### config.mk
export PLATFORM = sky130hd
export DESIGN_NAME = encoder64to6_scan
export DESIGN_NICKNAME = d
export VERILOG_FILES = /design/src/rtl/encoder64to6_scan.sv
export SDC_FILE = /design/constraint.sdc
export NUM_CORES = 1
export LEC_CHECK = 0
export BUFFER_PORTS_ARGS = -buffer_cell sky130_fd_sc_hd__clkbuf_2
export CAP_MARGIN = 30
export CORE_ASPECT_RATIO = 2
export CORE_MARGIN = 2
export CORE_UTILIZATION = 50
export CTS_CLUSTER_SIZE = 14
export DETAILED_ROUTE_END_ITERATION = 8
export GPL_TIMING_DRIVEN = 0
export PLACE_DENSITY = 0.69
export RECOVER_POWER = 50
export SLEW_MARGIN = 20
export SYNTH_ARGS = -nofsm -noshare
export SYNTH_HDL_FRONTEND = slang
export SYNTH_SLANG_ARGS = --single-unit
### constraint.sdc
create_clock -name clk -period 16.1 [get_ports clk]
set_input_delay 4.025 -clock clk [delete_from_list [all_inputs] [get_ports clk]]
set_output_delay 4.025 -clock clk [all_outputs]
set_load 0.05 [all_outputs]
### src/rtl/encoder64to6_scan.sv
// encoder64to6_scan: serializes a captured 64-bit multi-hot vector into a stream of 6-bit set-bit indices
module encoder64to6_scan #(
  parameter bit MSB_FIRST = 1'b0
) (
  input  logic        clk,
  input  logic        reset,
  input  logic        load,
  input  logic [63:0] in_vec,
  output logic [5:0]  out_idx,
  output logic        out_valid,
  input  logic        out_ready,
  output logic        busy,
  output logic        done,
  output logic [6:0]  remaining
);
  typedef enum logic {IDLE, EMIT} state_t;
  state_t      state, state_n;
  logic [63:0] pending, pending_n, cleared, src;
  logic [5:0]  idx_n, first;
  logic        valid_n, done_n;
  logic [6:0]  rem_n;
  function automatic logic [2:0] sel8(input logic [7:0] v);
    logic [2:0] r;
    r = '0;
    for (int i = 0; i < 8; i++)
      if (v[MSB_FIRST ? i : 7 - i]) r = MSB_FIRST ? 3'(i) : 3'(7 - i);
    return r;
  endfunction
  // group of 8 chosen first, then the bit within that group
  function automatic logic [5:0] pick(input logic [63:0] v);
    logic [7:0] g;
    logic [2:0] gs;
    for (int i = 0; i < 8; i++) g[i] = |v[8*i +: 8];
    gs = sel8(g);
    return {gs, sel8(v[8*gs +: 8])};
  endfunction
  assign cleared = pending & ~(64'd1 << out_idx);
  assign src     = (state == IDLE) ? in_vec : cleared;
  assign first   = pick(src);
  assign busy    = (state == EMIT);
  always_comb begin
    state_n   = state;
    pending_n = pending;
    idx_n     = out_idx;
    valid_n   = out_valid;
    rem_n     = remaining;
    done_n    = 1'b0;
    if (state == IDLE) begin
      if (load) begin
        pending_n = in_vec;
        if (|in_vec) begin
          state_n = EMIT;
          valid_n = 1'b1;
          idx_n   = first;
          rem_n   = 7'($countones(in_vec));
        end else done_n = 1'b1;
      end
    end else if (out_ready) begin
      pending_n = cleared;
      rem_n     = remaining - 7'd1;
      if (|cleared) idx_n = first;
      else begin
        state_n = IDLE;
        valid_n = 1'b0;
        done_n  = 1'b1;
      end
    end
  end
  always_ff @(posedge clk) begin
    if (reset) begin
      state     <= IDLE;
      pending   <= '0;
      out_idx   <= '0;
      out_valid <= 1'b0;
      done      <= 1'b0;
      remaining <= '0;
    end else begin
      state     <= state_n;
      pending   <= pending_n;
      out_idx   <= idx_n;
      out_valid <= valid_n;
      done      <= done_n;
      remaining <= rem_n;
    end
  end
endmodule

# Word-level counts from Yosys, hierarchy flattened
# Cells that the tools add are included.
[word_totals]
wordCells = 137
register_bits = 80
in_bits = 68
[op_classes]
muxes = 44
n_eq_ne = 3
shift = 2
add_sub_neg = 64
n_reduce_logical = 16
n_bitwise = 2
[op_table]
columns = ["op", "n"]
rows = [
  ["$mux W64", 4],
  ["$reduce_or A64 Y1", 2],
  ["$add A1 B1 Y2", 32],
  ["$and A64 B64 Y64", 1],
  ["$not A64 Y64", 1],
  ["$reduce_or A8 Y1", 8],
  ["$shiftx A64 B7 Y8", 1],
  ["$shl A1 B6 Y64 const A", 1],
  ["$add A2 B2 Y3", 16],
  ["$mux W3", 16],
  ["$add A3 B3 Y4", 8],
  ["$mux W6", 5],
  ["$mux W7", 4],
  ["$add A4 B4 Y5", 4],
  ["$mux W1", 15],
  ["$add A5 B5 Y6", 2],
  ["$reduce_and A4 Y1", 2],
  ["$add A6 B6 Y7", 1],
  ["$sub A7 B1 Y7 const B", 1],
  ["$ne A2 B2 Y1 const B", 2],
  ["$reduce_bool A2 Y1", 2],
  ["$reduce_and A3 Y1", 1],
  ["$ne A2 B1 Y1 const B", 1],
  ["$reduce_and A2 Y1", 1],
]

# Depth between registers and ports, before layout
# Gate-level depths: netlist of the first run.
[depth]
ltp_word = 25
depth_mapped = 24

# Worst setup path before layout of the first run
# OpenSTA, ideal clock, no wires.
[synth_path]
path_kind = "input to register"
start = "input port in_vec[59]"
end = "register remaining[6]"
arrival_time_ns = 9.597
n_path_buf = 0
slack_ns = 6.376
stages = 23
setup_ns = 0.128
path_cell_list = "inv_1 fa_1 fa_1 inv_1 fa_1 inv_1 fa_1 fa_1 fa_1 fa_1 fa_1 inv_1 ha_1 fa_1 a21o_1 a21oi_1 inv_1 a21oi_1 nor2_1 nor2_1 o21ai_0 a22oi_1 nor2_1"
[synth_via]
elab_chain_cells = 9
[synth_lines]
columns = ["item", "line", "source"]
rows = [
  ["start, declared", "8", "input logic [63:0] in_vec,"],
  ["$add A1 B1 Y2 (not written as such)", "55", "rem_n = 7'($countones(in_vec));"],
  ["$add A2 B2 Y3 (not written as such)", "55", ""],
  ["$add A3 B3 Y4 (not written as such)", "55", ""],
  ["$add A4 B4 Y5 (not written as such)", "55", ""],
  ["$add A5 B5 Y6 (not written as such)", "55", ""],
  ["$add A6 B6 Y7 (not written as such)", "55", ""],
  ["$mux W7", "51", "if (|in_vec) begin"],
  ["$mux W7", "49", "if (load) begin"],
  ["$mux W7", "48", "if (state == IDLE) begin"],
  ["end signal, assigned", "83", "remaining <= rem_n;"],
  ["end, declared", "14", "output logic [6:0] remaining"],
]
# Parallel ways exist; a longest one is shown, timed or not. The select of a mux whose other input is x is not followed.
# A chain may end at the register's enable or synchronous reset.

# Final worst setup path of the first run
[layout_path]
start = "input port in_vec[37]"
end = "register remaining[6]"
# The elaborated chain is that of the path after synthesis.

==> results of run 1 <==
## through the flow
stage	util	cell area [um2]	hold slack (ns)
5_1_grt	0.570	9230	0.510
3_5_place_dp	0.552	8930	0.485
4_1_cts	0.571	9240	0.493
3_3_place_gp	0.551	8920	0.474
6_report	0.570	9230	0.491
2_1_floorplan	-	8260	0.444
## report_power, final
part	internal, W	switching (W)	total (W)
sequential	0.000221	0.0000272	0.000248
clock	0.000122	0.000105	0.000227
combinational	0.000642	0.000882	0.00152
total	0.000985	0.00101	0.00200
## worst max-delay path: cells and delay by family
| family | cells | cell delay [ns] |
|---|---|---|
| AOI/OAI and AO/OA | 5 | 0.83 |
| adders and majority gates | 10 | 4.92 |
| buffers and inverters | 6 | 0.59 |
| and+or+nand+nor | 3 | 0.27 |
## layout by cell type (no fill, tap or decap), drive strengths merged, types with 6 or more instances in the layout
cell type / synthesis / layout
or2: 7 / 7
nor4: 17 / 17
a211oi: 39 / 39
a22oi: 11 / 11
or3: 7 / 7
mux2i: 65 / 65
inv: 106 / 109
and2: 6 / 6
nor2b: 8 / 8
a31oi: 31 / 31
fa: 54 / 54
a21boi: 7 / 7
and4: 6 / 6
nor2: 99 / 99
ha: 17 / 17
o22ai: 32 / 32
a21o: 9 / 9
nand3: 19 / 19
or4: 6 / 6
nand4: 15 / 15
nor3: 38 / 38
buf: 33 / 34
a21oi: 88 / 88
o221ai: 8 / 8
dfxtp: 80 / 80
nand2: 101 / 101
o21ai: 44 / 44
clkbuf: 45 / 136
## path summary, 6_finish.rpt
path                                      to  slack (ns)   startpoint
worst min register to register   pending[37]        0.49  pending[37]
worst min-delay path             pending[37]        0.49  pending[37]
worst max register to register   pending[38]       10.46         busy
worst max-delay path            remaining[6]        5.68   in_vec[37]
## kinds of logic (layout without fill, tap and decap cells)
family / count (synthesis) / count (layout) / synth area share
simple gates: 360 / 360 / 0.220
compound gates: 312 / 312 / 0.246
buf+inv: 185 / 284 / 0.0945
flops: 80 / 80 / 0.194
fa+ha+maj: 71 / 71 / 0.157
mux: 67 / 67 / 0.0842
xor+xnor: 4 / 4 / 0.00424
other cells: 0 / 1 / 0
## cell type report
| cell class | count | area [um2] | area share |
|---|---|---|---|
| Clock inverter | 7 | 78.8 | 0.00854 |
| Sequential cell | 80 | 1600 | 0.174 |
| Inverter | 107 | 402 | 0.0435 |
| Timing Repair Buffer | 83 | 400 | 0.0434 |
| Tap cell | 204 | 255 | 0.0277 |
| Antenna cell | 1 | 2.50 | 0.000271 |
| Clock buffer | 9 | 225 | 0.0244 |
| Multi-Input combinational cell | 814 | 5880 | 0.638 |
| Buffer | 78 | 379 | 0.0411 |
## routing by layer
metal  global-route usage  part of all wire  vias to the layer above
li1                     -                 -                     4083
met1                0.516              0.30                     4643
met2                0.826              0.45                      879
met3                0.156              0.10                      401
met4                0.525              0.14                        0
met5                    0                 0                        -
## state kept, by name, indices dropped and copies added, names as in the netlist
register / cells
pending: 64
remaining: 7
out_idx: 6
busy: 1
done: 1
out_valid: 1
==> flow_summary_export.csv, run 1 <==
group,metric,value,unit
die,pin_count,84,
global_routing,grt_max_degree,16,
setup_path,cp_cell_sequence,"clkbuf_2 > inv_1 > fa_1 > inv_1 > fa_1 > inv_1 > fa_1 > fa_1 > fa_1 > fa_1 > fa_1 > fa_1 > inv_1 > ha_1 > fa_1 > a21o_1 > a21oi_1 > inv_1 > a21oi_1 > nor2_1 > nor2_1 > o21ai_0 > a22oi_1 > nor2_1",
yosys,synth_area,8260,um2
setup_path,cp_slowest_cell,"fa_1",
routing,wire_per_inst,32.5,um
setup_path,rr_worst_depth,13,
yosys,ys_types,88,
cts,tritoncts,"built",
routing,ant_nets,0,
status,run_status,"complete, no violations",
routing,dr.pass1.iters,7,
sta,worst_pin_slew,1.06,ns
global_routing,grt_pass1_wl,65500,um
yosys,ys_ff_latch,80,
sta,min_period,10.42,ns
setup_path,crit_arrival,10.66,ns
pwr,ir_drop,0.932,mV
die,die_h,186,um
setup_path,path_class,"in2reg",
setup_path,worstPathRequired,16.35,ns
cts,ctsLongestPathBuffers,2,
routing,num_vias,10000,
yosys,synth.most_common_cell,"inv_1",
sta,relSlewSlack,0.289,
global_routing,grt_overflow,0,
pwr,power_density,217,nW/um2
cts,clock_sinks,80,
sta,fmax,96.0,MHz
sta,fin_crit_sh,0.647,
routing,drt-total-wl,44900,um
die,die-area,17600,um2
cts,cts_root_buf,"clkbuf_16",
pwr,power_leakage,3.77,nW
die,coreArea,16200,um2
min_path,holdPathStages,2,
sta,rsz0062_at_grt,"false",
yosys,yosysWarnings,0,
yosys,syn_nets,1218,
place,gp_congestion,1.13,
yosys,synthCells,1079,
sta,finClkSkew,0.00976,ns
routing,drc,0,
yosys,synth_commonest_cells,"inv_1 (105), nand2_1 (100), nor2_1 (99)",
setup_path,max_stage_delay,0.70,ns
flow_run,cap_violations,0,
yosys,avgSynthCellArea,7.65,um2
setup_path,start_kind,"primary input",
pwr,power,0.00200,W
sta,drv_slew,0,
cts,insertion_delay,0.38,ns
finish,layout.cells.non_filler,1383,
cts,holdBufCountCts,0,
place,dp_slack,5.46,ns
cts,cts_inserted_buffers,9,
global_routing,grt_use_total,0.520,
cts,ctsResizeCount,0,
sta,hold_viol,0,
yosys,ys_seq_area_frac,0.194,
cts,h-tree-depth,3,
min_path,hp-class,"reg2reg",
sta,finalSetupViolCount,0,
cts,path_clk_slew,0.07,ns
global_routing,grt_pass1_vias,9881,
die,die_x,94.9,um
yosys,synth_edf_count,0,
place,dp_cells,1365,
sta,fin_tns_setup,0,ns
yosys,synthArstFlopShare,0,
yosys,yosysTopAreaCell,"dfxtp_1",
sta,setup_ws,5.68,ns
yosys,yosys-top-cells-area,"dfxtp_1 (19%), fa_1 (13%), mux2i_1 (7.9%)",
finish,nets,1312,
finish,syn_to_final_growth,11.7,%
setup_path,cp-end-kind,"flip-flop",
finish,drive_gt1_frac,0.118,
place,dp_hpwl,35800,um
die,start_util,0.510,
yosys,synthFlopType,"dfxtp_1",
place,numPortBuffers,82,
setup_path,cp_max_fo,3,
routing,via_per_inst,7.23,
die,rows,66,
yosys,yosysTopAreaCellShare,0.194,
global_routing,antenna_found_initial,1,
routing,drtIter0Drc,1677,
setup_path,path_common_cell,"fa_1",
cts,post_cts_buffers,0,
finish,nFillCells,1651,
Note: power is estimated with default switching activity, not from simulation.
==> run 2, diff against run 1 <==
--- a/config.mk
+++ b/config.mk
@@ -13,7 +13,7 @@
 export CTS_CLUSTER_SIZE = 14
 export DETAILED_ROUTE_END_ITERATION = 8
 export GPL_TIMING_DRIVEN = 0
-export PLACE_DENSITY = 0.69
+export PLACE_DENSITY = 0.72
 export RECOVER_POWER = 50
 export SLEW_MARGIN = 20
 export SYNTH_ARGS = -nofsm -noshare
==> constraint.sdc (replaced) <==
create_clock -name clk -period 9.06 [get_ports clk]
set_input_delay 2.265 -clock clk [delete_from_list [all_inputs] [get_ports clk]]
set_output_delay 2.265 -clock clk [all_outputs]
set_load 0.05 [all_outputs]
==> flow_summary_export.csv, run 2 <==
group,metric,value,unit
yosys,syn_nets,1218,
cts,holdBufCountCts,0,
cts,post_cts_buffers,0,
die,die_x,94.9,um
yosys,avgSynthCellArea,7.65,um2
global_routing,grt_max_degree,15,
place,dp_hpwl,35900,um
yosys,synthArstFlopShare,0,
yosys,ys_seq_area_frac,0.194,
cts,h-tree-depth,3,
place,gp_congestion,1.15,
cts,clock_sinks,80,
die,die_h,186,um
yosys,synth_edf_count,0,
place,numPortBuffers,82,
yosys,yosysTopAreaCell,"dfxtp_1",
yosys,synth.most_common_cell,"inv_1",
yosys,synthCells,1079,
global_routing,grt_pass1_wl,68100,um
yosys,ys_types,88,
cts,ctsLongestPathBuffers,2,
global_routing,grt_overflow,1,
status,haltStage,"global routing",
global_routing,grt_pass1_vias,10500,
global_routing,grt_use_total,0.544,
yosys,ys_ff_latch,80,
cts,ctsResizeCount,0,
yosys,yosys-top-cells-area,"dfxtp_1 (19%), fa_1 (13%), mux2i_1 (7.9%)",
die,rows,66,
cts,cts_inserted_buffers,9,
yosys,yosysTopAreaCellShare,0.194,
yosys,synthFlopType,"dfxtp_1",
status,tool.error,"[ERROR GRT-0116] Global routing finished with congestion. Check the congestion regions in the DRC Viewer.",
die,start_util,0.510,
cts,cts_root_buf,"clkbuf_16",
yosys,yosysWarnings,0,
yosys,synth_area,8260,um2
die,pin_count,84,
yosys,synth_commonest_cells,"inv_1 (105), nand2_1 (100), nor2_1 (99)",
status,run_status,"stopped before the end",
run 2: cell counts after synthesis:
No cell type changed its count.
run 2: per-layer routing:
metal  global-route usage  GRT overflow
met1                0.540             0
met2                0.819             1
met3                0.208             0
met4                0.574             0
met5                    0             0
run 2: logic make-up after synthesis:
family          count (synthesis)  synth area share
xor+xnor                        4           0.00424
buf+inv                       185            0.0945
mux                            67            0.0842
fa+ha+maj                      71             0.157
simple gates                  360             0.220
flops                          80             0.194
compound gates                312             0.246
run 2: per-stage QoR:
step	cell area, um2	cells	worst slack [ns]	utilization
2_1_floorplan	8260	1079	1.10	-
3_3_place_gp	8920	1365	0.225	0.551
3_5_place_dp	8930	1366	0.151	0.552
4_1_cts	9240	1382	0.508	0.571
==> run 3, diff against run 2 <==
--- a/config.mk
+++ b/config.mk
@@ -7,13 +7,11 @@
 export LEC_CHECK = 0
 export BUFFER_PORTS_ARGS = -buffer_cell sky130_fd_sc_hd__clkbuf_2
 export CAP_MARGIN = 30
-export CORE_ASPECT_RATIO = 2
 export CORE_MARGIN = 2
-export CORE_UTILIZATION = 50
-export CTS_CLUSTER_SIZE = 14
+export CORE_UTILIZATION = 35
 export DETAILED_ROUTE_END_ITERATION = 8
 export GPL_TIMING_DRIVEN = 0
-export PLACE_DENSITY = 0.72
+export PLACE_DENSITY_LB_ADDON = 0.15
 export RECOVER_POWER = 50
 export SLEW_MARGIN = 20
 export SYNTH_ARGS = -nofsm -noshare
==> constraint.sdc (replaced) <==
create_clock -name clk -period 11.8 [get_ports clk]
set_input_delay 2.95 -clock clk [delete_from_list [all_inputs] [get_ports clk]]
set_output_delay 2.95 -clock clk [all_outputs]
set_load 0.05 [all_outputs]
==> flow_summary_export.csv, run 3 (synthesized netlist as in run 1, its figures left out) <==
group,metric,value,unit
global_routing,grt_pass1_wl,63400,um
sta,finClkSkew,0.0143,ns
cts,cts_inserted_buffers,9,
finish,mostFrequentLayoutCell,"inv_1",
global_routing,grt_use_total,0.365,
setup_path,path_class,"in2reg",
sta,worst_pin_slew,1.05,ns
die,start_util,0.354,
sta,rsz0062_at_grt,"false",
die,die_h,158,um
finish,multi_input_area,5880,um2
cts,post_cts_buffers,0,
global_routing,grtUsageMet3,0.0734,
cts,h-tree-depth,3,
setup_path,path_common_cell,"fa_1",
setup_path,cp_cell_sequence,"clkbuf_2 > inv_1 > fa_1 > inv_1 > fa_1 > inv_1 > fa_1 > fa_1 > fa_1 > fa_1 > fa_1 > fa_1 > inv_1 > ha_1 > fa_1 > a21o_1 > a21oi_1 > inv_1 > a21oi_1 > nor2_1 > nor2_1 > o21ai_0 > a22oi_1 > nor2_1",
setup_path,cp_max_fo,3,
sta,fin_tns_setup,0,ns
die,rows,56,
pwr,power_leakage,3.73,nW
min_path,min_from,"pending[4]",
global_routing,grt_pass1_vias,8807,
pwr,ir_drop,0.779,mV
setup_path,timing.rr.end,"out_idx[2]",
pwr,power_density,282,nW/um2
die,coreArea,23300,um2
sta,min_period,9.05,ns
global_routing,grt_overflow,0,
setup_path,r2r-start,"busy",
cts,tritoncts,"built",
finish,design_area,9320,um2
global_routing,antenna_found_initial,0,
cts,ctsLongestPathBuffers,2,
routing,num_vias,9413,
setup_path,crit_arrival,9.28,ns
place,numPortBuffers,82,
die,die-area,24800,um2
routing,wire_per_inst,29.8,um
finish,seq_area,1600,um2
cts,clock_sinks,80,
global_routing,grt_max_degree,15,
routing,via_per_inst,6.29,
status,run_status,"complete, no violations",
setup_path,max_stage_delay,0.60,ns
die,die_x,158,um
cts,cts_root_buf,"clkbuf_16",
finish,nFillCells,2490,
global_routing,grt_use_met1,0.506,
sta,drv_slew,0,
finish,finalCoreUtilization,0.399,
finish,antenna_cells,0,
routing,drt-total-wl,44600,um
finish,top_register,"pending",
global_routing,grt_use_met2,0.532,
routing,ant_nets,0,
setup_path,cp-end-kind,"flip-flop",
routing,drtIter0Drc,1217,
setup_path,rr_worst_depth,12,
finish,nets,1312,
sta,finalSetupViolCount,0,
sta,fmax,111,MHz
setup_path,ff2ff_setup_slack,4.02,ns
place,dpl-instance-area,9080,um2
place,gp_congestion,1.05,
finish,largest_register_ffs,64,
min_path,hp-class,"reg2reg",
cts,insertion_delay,0.37,ns
global_routing,busiest_layer,"met2",
sta,relSlewSlack,0.301,
setup_path,start_kind,"primary input",
finish,syn_to_final_growth,12.8,%
min_path,min_to,"pending[4]",
finish,layout_common_cells,"inv_1 (105), nand2_1 (100), nor2_1 (99), a21oi_1 (88), dfxtp_1 (80)",
finish,reg_top3,"pending (64), remaining (7), out_idx (6)",
pwr,power,0.00263,W
min_path,holdPathStages,2,
flow_run,cap_violations,0,
routing,dr.pass1.iters,9,
die,pin_count,84,
routing,drc,0,
cts,path_clk_slew,0.08,ns
cts,ctsResizeCount,0,
place,dp_hpwl,36100,um
sta,fin_crit_sh,0.767,
cts,holdBufCountCts,0,
setup_path,cp_slowest_cell,"fa_1",
finish,drive_gt1_frac,0.111,
sta,hold_viol,0,
setup_path,worstPathRequired,12.04,ns
sta,hold_slack,0.496,ns
-- run 3: worst max-delay path by stage --
stage / from / end / slack (ns) / depth (start not counted)
6_report: in_vec[47] / remaining[6] / 2.75 / 24
5_1_grt: in_vec[47] / remaining[6] / 2.39 / 24
2_1_floorplan: in_vec[59] / remaining[6] / 3.15 / 23
3_5_place_dp: in_vec[47] / remaining[6] / 2.37 / 24
4_1_cts: in_vec[47] / remaining[6] / 2.74 / 24
3_3_place_gp: in_vec[35] / remaining[6] / 2.40 / 24
-- run 3: power breakdown --
group          total, W  internal [W]  leakage [nW]  switching [W]
Clock          0.000289      0.000150         0.132       0.000138
Sequential     0.000340      0.000301         0.659      0.0000386
Combinational   0.00200      0.000877          2.93        0.00112
Total           0.00263       0.00133          3.73        0.00130
-- run 3: metal layers --
| metal | routed length [um] | part of all wire |
|---|---|---|
| met2 | 18500 | 0.41 |
| met4 | 2780 | 0.062 |
| met5 | 0 | 0 |
| met3 | 4610 | 0.10 |
| met1 | 18700 | 0.42 |
-- run 3: critical path, delay by kind of cell --
kind,cells,cell delay [ns]
compound gates,5,0.82
fa+ha+maj,10,4.81
simple gates,3,0.23
buf+inv,6,0.48
-- run 3: final cells by class --
cell class,instances,area share
sequential,80,0.172
timing repair buffer,83,0.0422
inverter,107,0.0431
buffer,78,0.0384
multi-input combinational,814,0.631
clock inverter,5,0.00443
clock buffer,11,0.0260
tap,319,0.0428
-- run 3: through the flow --
step           setup slack, ns  std cells
2_1_floorplan             3.15       1079
3_3_place_gp              2.40       1480
6_report                  2.75       1497
3_5_place_dp              2.37       1481
5_1_grt                   2.39       1497
4_1_cts                   2.74       1497
==> run 4, diff against run 3 <==
==> constraint.sdc (replaced) <==
create_clock -name clk -period 8.6 [get_ports clk]
set_input_delay 2.15 -clock clk [delete_from_list [all_inputs] [get_ports clk]]
set_output_delay 2.15 -clock clk [all_outputs]
set_load 0.05 [all_outputs]
==> flow_summary_export.csv, run 4 (synthesized netlist as in run 1, its figures left out) <==
group,metric,value,unit
cts,h-tree-depth,3,
die,start_util,0.354,
setup_path,cp-end-kind,"flip-flop",
cts,post_cts_buffers,0,
cts,clock_sinks,80,
routing,ant_nets,0,
routing,drt-total-wl,44600,um
setup_path,ff2ff_setup_slack,0.55,ns
finish,mostFrequentLayoutCell,"inv_1",
sta,hold_slack,0.496,ns
finish,drive_gt1_frac,0.113,
finish,largest_register_ffs,64,
cts,insertion_delay,0.37,ns
routing,drtIter0Drc,1227,
cts,cts_root_buf,"clkbuf_16",
pwr,power,0.00365,W
global_routing,grt_max_degree,15,
pwr,power_leakage,3.73,nW
place,dp_hpwl,36100,um
sta,rsz0062_at_grt,"false",
routing,dr.pass1.iters,6,
finish,reg_top3,"pending (64), remaining (7), out_idx (6)",
sta,min_period,8.19,ns
die,pin_count,84,
cts,ctsLongestPathBuffers,2,
routing,num_vias,9409,
place,gp_congestion,1.05,
sta,fin_tns_setup,0,ns
die,die-area,24800,um2
sta,finClkSkew,0.0113,ns
sta,drv_slew,0,
die,die_x,158,um
setup_path,path_common_cell,"fa_1",
setup_path,critPathTopFamily,"adder cells",
setup_path,cp_num_buf_inv,6,
die,die_h,158,um
finish,antenna_cells,0,
setup_path,path_class,"in2reg",
setup_path,start_kind,"primary input",
setup_path,crit_arrival,8.43,ns
finish,finalCoreUtilization,0.400,
die,rows,56,
global_routing,grt_pass1_wl,63400,um
pwr,combPwrFrac,0.764,
setup_path,r2r-start,"busy",
sta,fin_crit_sh,0.953,
finish,top_register,"pending",
routing,wire_per_inst,29.8,um
global_routing,grt_overflow,0,
setup_path,cp_slowest_cell,"fa_1",
cts,path_clk_slew,0.07,ns
pwr,ir_drop,1.14,mV
global_routing,grt_use_total,0.365,
finish,layout_common_cells,"inv_1 (105), nand2_1 (100), nor2_1 (99), a21oi_1 (87), dfxtp_1 (80)",
status,run_status,"complete, no violations",
global_routing,antenna_found_initial,0,
finish,syn_to_final_growth,12.9,%
routing,drc,0,
sta,fmax,122,MHz
pwr,netSwitchingFraction,0.495,
setup_path,cp_max_fo,3,
sta,hold_viol,0,
sta,relSlewSlack,0.276,
place,numPortBuffers,82,
place,dp_cells,1481,
setup_path,cp-startpoint,"in_vec[35]",
setup_path,worstPathRequired,8.83,ns
global_routing,grt_pass1_vias,8807,
pwr,clock_power_share,0.108,
flow_run,cap_violations,0,
cts,cts_inserted_buffers,9,
pwr,power_density,392,nW/um2
finish,layout.cells.non_filler,1497,
die,coreArea,23300,um2
pwr,p_sw,0.00181,W
cts,tritoncts,"built",
sta,finalSetupViolCount,0,
setup_path,max_stage_delay,0.60,ns
min_path,hp-class,"reg2reg",
sta,worst_pin_slew,1.09,ns
setup_path,cp_cell_sequence,"clkbuf_2 > inv_1 > fa_1 > inv_1 > fa_1 > inv_1 > fa_1 > fa_1 > fa_1 > fa_1 > fa_1 > fa_1 > inv_1 > ha_1 > fa_1 > a21o_1 > a21oi_2 > inv_1 > a21oi_1 > nor2_1 > nor2_1 > o21ai_0 > a22oi_1 > nor2_1",
routing,via_per_inst,6.29,
pwr,intPower,0.00185,W
pwr,p_seq_frac,0.128,
min_path,min_from,"pending[4]",
finish,nets,1312,
-- run 4: layout make-up --
type	count	area [um2]
Buffer	78	358
Clock buffer	11	243
Clock inverter	5	41.3
Fill cell	2489	14000
Inverter	107	402
Multi-Input combinational cell	814	5890
Sequential cell	80	1600
Tap cell	319	399
Timing Repair Buffer	83	394
-- run 4: per-layer routing --
metal,track usage,up-vias,wire (um)
li1,-,4075,-
met1,0.506,4593,18800
met2,0.532,615,18500
met3,0.0734,126,4500
met4,0.195,0,2800
met5,0,-,0
-- run 4: power by group through the flow --
stage          Sequential [W]  Combinational, W  Clock [W]
2_1_floorplan        0.000496           0.00194          0
3_3_place_gp         0.000471           0.00271          0
3_5_place_dp         0.000471           0.00271          0
4_1_cts              0.000462           0.00274   0.000397
5_1_grt              0.000468           0.00314   0.000403
6_report             0.000466           0.00279   0.000396
-- run 4: worst register-to-register path: cells and delay by family (launching register included) --
family                 cells  cell delay [ns]
AOI/OAI and AO/OA          3             1.91
buffers and inverters      7             4.56
DFF                        1             0.57
and+or+nand+nor            2             0.86
-- run 4: stage by stage --
step                worst slack, ns  instance area, um2
floorplan                     0.751                8260
global placement           -0.00439                9070
detailed placement          -0.0261                9080
CTS                           0.341                9360
global route                 0.0481                9330
finish                        0.408                9330
-- run 4: final timing paths --
kind / endpoint / depth (start not counted)
setup reg to reg: out_idx[2] / 12
hold / removal: pending[4] / 2
setup / recovery: remaining[6] / 24
hold reg to reg: pending[4] / 2
-- run 4: timing repair --
action	in CTS	in global routing
hold buffers	0	0
resized for setup	0	1
setup endpoints to repair	0	1
